### src/rtl/seq_detector_param_if.sv
`default_nettype none
// ============================================================================
// Module      : seq_detector_param_if
// Description : Signal bundle for the parametrised serial pattern detector.
//               master = stream source / pattern controller / count consumer,
//               slave  = detector.
//   x, x_valid  : serial bit and its qualifier
//   overlap     : 1 = overlapping matches, 0 = non-overlapping
//   pat_load    : load pat_in as the new pattern (clears history)
//   pat_in      : pattern to load, PAT_LEN bits
//   cnt_clr     : clears match_cnt and cnt_sat
//   z           : combinational match flag
//   match_cnt   : saturating match count
//   cnt_sat     : sticky saturation flag
// Revision    : 1.0 - initial release
// ============================================================================
interface seq_detector_param_if #(
    parameter int PAT_LEN = 3,
    parameter int CNT_W   = 8
) ();
    logic               x;
    logic               x_valid;
    logic               overlap;
    logic               pat_load;
    logic [PAT_LEN-1:0] pat_in;
    logic               cnt_clr;
    logic               z;
    logic [CNT_W-1:0]   match_cnt;
    logic               cnt_sat;

    modport master (
        output x, x_valid, overlap, pat_load, pat_in, cnt_clr,
        input  z, match_cnt, cnt_sat
    );

    modport slave (
        input  x, x_valid, overlap, pat_load, pat_in, cnt_clr,
        output z, match_cnt, cnt_sat
    );
endinterface
`default_nettype wire

### src/rtl/seq_detector_param.sv
`default_nettype none
// ============================================================================
// Module      : seq_detector_param
// Description : Serial pattern detector with runtime-loadable pattern,
//               overlapping / non-overlapping matching, input qualification
//               and a saturating match counter.
//   clk   : rising-edge clock
//   rst_n : asynchronous active-low reset
//   bus   : seq_detector_param_if.slave (stream in, z / count out)
// Revision    : 1.0 - initial release
// ============================================================================
module seq_detector_param #(
    parameter int                 PAT_LEN = 3,
    parameter logic [PAT_LEN-1:0] PATTERN = 3'b101,
    parameter int                 CNT_W   = 8
) (
    input  wire logic              clk,
    input  wire logic              rst_n,
    seq_detector_param_if.slave    bus
);
    localparam int FILL_W = $clog2(PAT_LEN);

    localparam logic [FILL_W-1:0] c_fill_full = FILL_W'(PAT_LEN - 1);
    localparam logic [CNT_W-1:0]  c_cnt_max   = {CNT_W{1'b1}};
    localparam logic [CNT_W-1:0]  c_cnt_last  = c_cnt_max - CNT_W'(1);

    logic [PAT_LEN-1:0] pat_q,  pat_d;
    logic [PAT_LEN-2:0] hist_q, hist_d;
    logic [FILL_W-1:0]  fill_q, fill_d;
    logic [CNT_W-1:0]   cnt_q,  cnt_d;
    logic               sat_q,  sat_d;

    logic [PAT_LEN-1:0] shift_w;
    logic               z_w;

    always_ff @(posedge clk or negedge rst_n) begin
        if (!rst_n) begin
            pat_q  <= PATTERN;
            hist_q <= '0;
            fill_q <= '0;
            cnt_q  <= '0;
            sat_q  <= 1'b0;
        end else begin
            pat_q  <= pat_d;
            hist_q <= hist_d;
            fill_q <= fill_d;
            cnt_q  <= cnt_d;
            sat_q  <= sat_d;
        end
    end

    always_comb begin
        // History with the current bit appended; its low PAT_LEN-1 bits are
        // also the next history, which covers PAT_LEN=2 without a special case.
        shift_w = {hist_q, bus.x};
        z_w     = bus.x_valid & ~bus.pat_load & (fill_q == c_fill_full)
                  & (shift_w == pat_q);

        pat_d  = pat_q;
        hist_d = hist_q;
        fill_d = fill_q;
        cnt_d  = cnt_q;
        sat_d  = sat_q;

        if (bus.pat_load) begin
            pat_d  = bus.pat_in;
            hist_d = '0;
            fill_d = '0;
        end else if (bus.x_valid) begin
            hist_d = shift_w[PAT_LEN-2:0];
            // Non-overlapping: forget the bits just consumed by the match.
            if (z_w && !bus.overlap) begin
                fill_d = '0;
            end else if (fill_q != c_fill_full) begin
                fill_d = fill_q + FILL_W'(1);
            end
        end

        if (bus.cnt_clr) begin
            cnt_d = '0;
            sat_d = 1'b0;
        end else if (z_w && (cnt_q != c_cnt_max)) begin
            cnt_d = cnt_q + CNT_W'(1);
            if (cnt_q == c_cnt_last) begin
                sat_d = 1'b1;
            end
        end
    end

    assign bus.z         = z_w;
    assign bus.match_cnt = cnt_q;
    assign bus.cnt_sat   = sat_q;
endmodule
`default_nettype wire

### src/flat_wrapper.sv
// flat-port wrapper written by rule: the top's interface ports become plain ports
module seq_detector_param_flat 
#(
    parameter int                 PAT_LEN = 3,
    parameter logic [PAT_LEN-1:0] PATTERN = 3'b101,
    parameter int                 CNT_W   = 8
)
  (clk, rst_n, bus_x, bus_x_valid, bus_overlap, bus_pat_load, bus_pat_in, bus_cnt_clr, bus_z, bus_match_cnt, bus_cnt_sat);
  seq_detector_param_if #(.PAT_LEN(PAT_LEN), .CNT_W(CNT_W)) bus_i ();
  input  wire logic clk;
  input  wire logic rst_n;
  input wire logic [$bits(bus_i.x)-1:0] bus_x;
  input wire logic [$bits(bus_i.x_valid)-1:0] bus_x_valid;
  input wire logic [$bits(bus_i.overlap)-1:0] bus_overlap;
  input wire logic [$bits(bus_i.pat_load)-1:0] bus_pat_load;
  input wire logic [$bits(bus_i.pat_in)-1:0] bus_pat_in;
  input wire logic [$bits(bus_i.cnt_clr)-1:0] bus_cnt_clr;
  output wire logic [$bits(bus_i.z)-1:0] bus_z;
  output wire logic [$bits(bus_i.match_cnt)-1:0] bus_match_cnt;
  output wire logic [$bits(bus_i.cnt_sat)-1:0] bus_cnt_sat;
  assign bus_i.x = bus_x;
  assign bus_i.x_valid = bus_x_valid;
  assign bus_i.overlap = bus_overlap;
  assign bus_i.pat_load = bus_pat_load;
  assign bus_i.pat_in = bus_pat_in;
  assign bus_i.cnt_clr = bus_cnt_clr;
  assign bus_z = bus_i.z;
  assign bus_match_cnt = bus_i.match_cnt;
  assign bus_cnt_sat = bus_i.cnt_sat;
  seq_detector_param #(.PAT_LEN(PAT_LEN), .PATTERN(PATTERN), .CNT_W(CNT_W)) u_core (.clk(clk), .rst_n(rst_n), .bus(bus_i));
endmodule
### config.mk
export PLATFORM = sky130hd
export DESIGN_NAME = seq_detector_param_flat
export DESIGN_NICKNAME = d
export VERILOG_FILES = /design/src/rtl/seq_detector_param_if.sv /design/src/rtl/seq_detector_param.sv /design/src/flat_wrapper.sv
export SDC_FILE = /design/constraint.sdc
export NUM_CORES = 1
export LEC_CHECK = 0
export ABC_CLOCK_PERIOD_IN_PS = 1900
export BUFFER_PORTS_ARGS = -buffer_cell sky130_fd_sc_hd__buf_4
export CELL_PAD_IN_SITES_DETAIL_PLACEMENT = 1
export CELL_PAD_IN_SITES_GLOBAL_PLACEMENT = 1
export CORE_ASPECT_RATIO = 0.9
export CORE_MARGIN = 1
export CORE_UTILIZATION = 25
export CTS_BUF_LIST = sky130_fd_sc_hd__clkbuf_16
export CTS_CLUSTER_SIZE = 16
export DETAILED_ROUTE_END_ITERATION = 6
export HOLD_SLACK_MARGIN = 0.15
export PLACE_DENSITY = 0.53
export REMOVE_ABC_BUFFERS = 1
export SLEW_MARGIN = 10
export SYNTH_ARGS = -nofsm -noshare
export SYNTH_HDL_FRONTEND = slang
export SYNTH_SLANG_ARGS = --single-unit
### constraint.sdc
create_clock -name clk -period 1.9 [get_ports clk]
set_input_delay 0.19 -clock clk [delete_from_list [all_inputs] [get_ports clk]]
set_output_delay 0.19 -clock clk [all_outputs]
set_load 0.005 [all_outputs]
==> run_results.csv <==
group,metric,value,unit
timing,period_share,96.2,%
die,fp.dieW,65.6,µm
hold_path,hp-start,"bus_pat_in[2]",
critical_path,cp_slowest_cell,"or4_4",
cts,cts_made_buffers,3,
place,pre_cts_ws,39.9,ps
die,rows,20,
timing,tightest_slew,311,ps
synth,ys_warn_count,0,
global_route,grt_pass1_wl,4190,µm
finish,drive_above_1_share,30.1,%
synth,netlist_instances,89,
critical_path,r2r-start,"u_core.pat_q[0]",
hold_path,whs_endpoint,"u_core.pat_q[2]",
timing,skew,1.55,ps
global_route,grt_usage,14.3,%
cts,htreeDepth,1,
pwr,power-per-cell-area,707,nW/µm²
timing,slew_headroom,79.0,%
timing,fmax,547,MHz
routing,drt_pass1_iterations,3,
timing,period_minus_slack,1830,ps
synth,synth.most_common_cell,"dfrtp_1",
routing,viasPerCell,5.02,
routing,wl_per_cell,14.7,µm
global_route,antenna_found_initial,0,
timing,drv_slew,0,
finish,stdcell_area,1200,µm²
pwr,p_leak,0.536,nW
place,gp_congestion,0.717,
finish,multi_input_area,454,µm²
synth,syn_area,910,µm²
hold_path,hold_path_class,"primary input to flop",
synth,synth-main-ff-cell,"dfrtp_1",
routing,vias,788,
synth,synth-edff-count,0,
cts,clk_latency,250,ps
critical_path,cp.arrival,1640,ps
critical_path,critPathRequiredTime,1710,ps
critical_path,end_kind,"output pin",
synth,netlist_top_cells_area,"dfrtp_1 (39%), dfstp_2 (5.8%), ha_1 (4.1%)",
routing,ant_nets,0,
place,hpwlAfterDp,1580,µm
finish,seq_area,403,µm²
timing,setup_viol,0,
synth,async_flop_share,100,%
job,maxCapViolations,0,
cts,clk_path_buf_depth,2,
timing,hold_viol_final,0,
cts,clk_pin_slew,50,ps
place,io_buffers,19,
die,dieArea,3880,µm²
pwr,ir_worst_vdd,0.000358,V
synth,yosysTopAreaCell,"dfrtp_1",
finish,antenna_cells,0,
die,die_h,59.2,µm
critical_path,r2r_end,"u_core.bus.match_cnt[7]",
synth,ys_ff_latch,16,
run_status,status,"finished clean",
finish,syn_to_final_growth,32.5,%
die,ios,20,
timing,rsz0062_at_grt,"true",
critical_path,crit_fanout,6,
synth,yosys-top-cells-count,"dfrtp_1 (14), a21oi_1 (7), nand2_1 (5)",
hold_path,hold_depth,2,
critical_path,worstSetupPathType,"flop to output pin",
timing,fin_ws,71.7,ps
critical_path,path_buf_inv,2,
synth,yosysSeqAreaShare,44.3,%
critical_path,critPathLaunchType,"flop",
die,start_util,26.5,%
global_route,overflow,0,
finish,fillers,377,
synth,syn_avg_cell_area,10.2,µm²
synth,netlist.area_leader.share,38.5,%
global_route,grt_max_degree,17,
cts,cts_tree,"done",
critical_path,path_delay_family,"simple AND/OR/NAND/NOR gates",
place,placed_cell_area,1070,µm²
routing,dr.first_iter.drc_count,26,
timing,tns,0,ps
routing,drt-total-wl,2300,µm
cts,cts.sinks,16,
finish,nets,127,
critical_path,crit_path_cell_trace,"xor2_1 -> or4_4 -> clkinv_8 -> buf_4",
routing,drcViolationCount,0,
die,core,3430,µm²
cts,clock-root-buffer,"clkbuf_16",
critical_path,critPathMaxStageDelay,590,ps
critical_path,r2r_slack,130,ps
critical_path,reg2reg_depth,6,
finish,post-route-util,35.1,%
synth,ys_types,38,
global_route,grt_pass1_vias,873,
-- stage by stage --
step                      hold WS, ps  power (mW)  instances
after floorplan                  -106       0.400         85
after global placement           74.7       0.438        148
after detailed placement         70.5       0.440        148
after CTS                         158       0.874        157
after global routing              166       0.902        157
final                             160       0.852        157
-- how the worst max path moves through the flow --
stage,from,to,slack (ps),cells past startpoint
floorplan,u_core.fill_q[0],u_core.bus.match_cnt[6],180,7
global placement,u_core.fill_q[0],u_core.bus.match_cnt[6],110,7
detailed placement,u_core.fill_q[0],u_core.bus.match_cnt[6],40,7
CTS,u_core.fill_q[0],bus_z,1,6
global route,u_core.pat_q[0],u_core.bus.match_cnt[7],-0.6,4
finish,u_core.pat_q[0],bus_z,70,4
-- worst register-to-register path, cell delays in order (launching register included) --
cell and delay [ps]:
dfstp_2 530, xor2_1 80, or4_4 590, clkinv_8 90
buf_4 140, a31oi_1 70, nor3_1 190
-- placed cells by master (no fill, tap or decap), types with 2 or more instances in the layout --
cell and instances:
buf_4 23, dfrtp_1 14, a21oi_1 7, nand2_1 5, nand3_1 4, inv_1 3
xor2_1 3, and3_1 3, o21ai_1 3, nor2_1 3, a31oi_1 3, mux2_1 3
clkbuf_16 3, nand4_1 2, o21ai_0 2, nand2b_1 2, mux2i_1 2, nor4_1 2
nor3_1 2, and4b_1 2, ha_1 2, dfstp_2 2
-- cell type report --
type	count	area share, %
inverter	5	2.60
multi-input combinational	64	37.7
clock buffer	3	6.23
timing repair buffer	24	15.2
tap	44	4.57
sequential	16	33.4
clock inverter	1	0.312
-- power by group --
part | leakage (nW) | internal, mW | switching (mW)
sequential | 0.212 | 0.357 | 0.00871
clock | 0.0385 | 0.279 | 0.134
combinational | 0.286 | 0.0356 | 0.0377
total | 0.536 | 0.672 | 0.180
-- kinds of logic (layout without fill, tap and decap cells) --
family / Yosys count / in the layout / synth area share [%]
AO/OA/AOI/OAI: 22 / 22 / 15.7
XOR/XNOR: 3 / 3 / 2.89
adder cells (fa/ha/maj): 3 / 3 / 4.13
buffers and inverters: 9 / 33 / 6.60
flip-flops: 16 / 16 / 44.3
multiplexers: 5 / 5 / 5.91
AND/OR/NAND/NOR: 31 / 31 / 20.5
-- routing by layer --
metal,up-vias,wire (µm),track usage (%)
met3,2,108,3.27
met5,-,0,0
met2,17,1080,23.7
li1,379,-,-
met1,390,1110,18.7
met4,0,7,3.73
-- flip-flops by register name, indices dropped and copies added (netlist names) --
name                  flops
u_core.bus.match_cnt      8
u_core.pat_q              3
u_core.fill_q             2
u_core.hist_q             2
u_core.bus.cnt_sat        1
-- what timing repair did --
| item | 4_1_cts | 5_1_grt |
|---|---|---|
| buffers inserted | 4 | 0 |
| endpoints found under the hold margin | 16 | 0 |
| cloned | 0 | 0 |
| hold buffers | 1 | 0 |
| pin swaps | 1 | 2 |
| resized for setup | 3 | 2 |
| setup endpoints to repair | 1 | 6 |
Note: power is estimated with default switching activity, not from simulation.
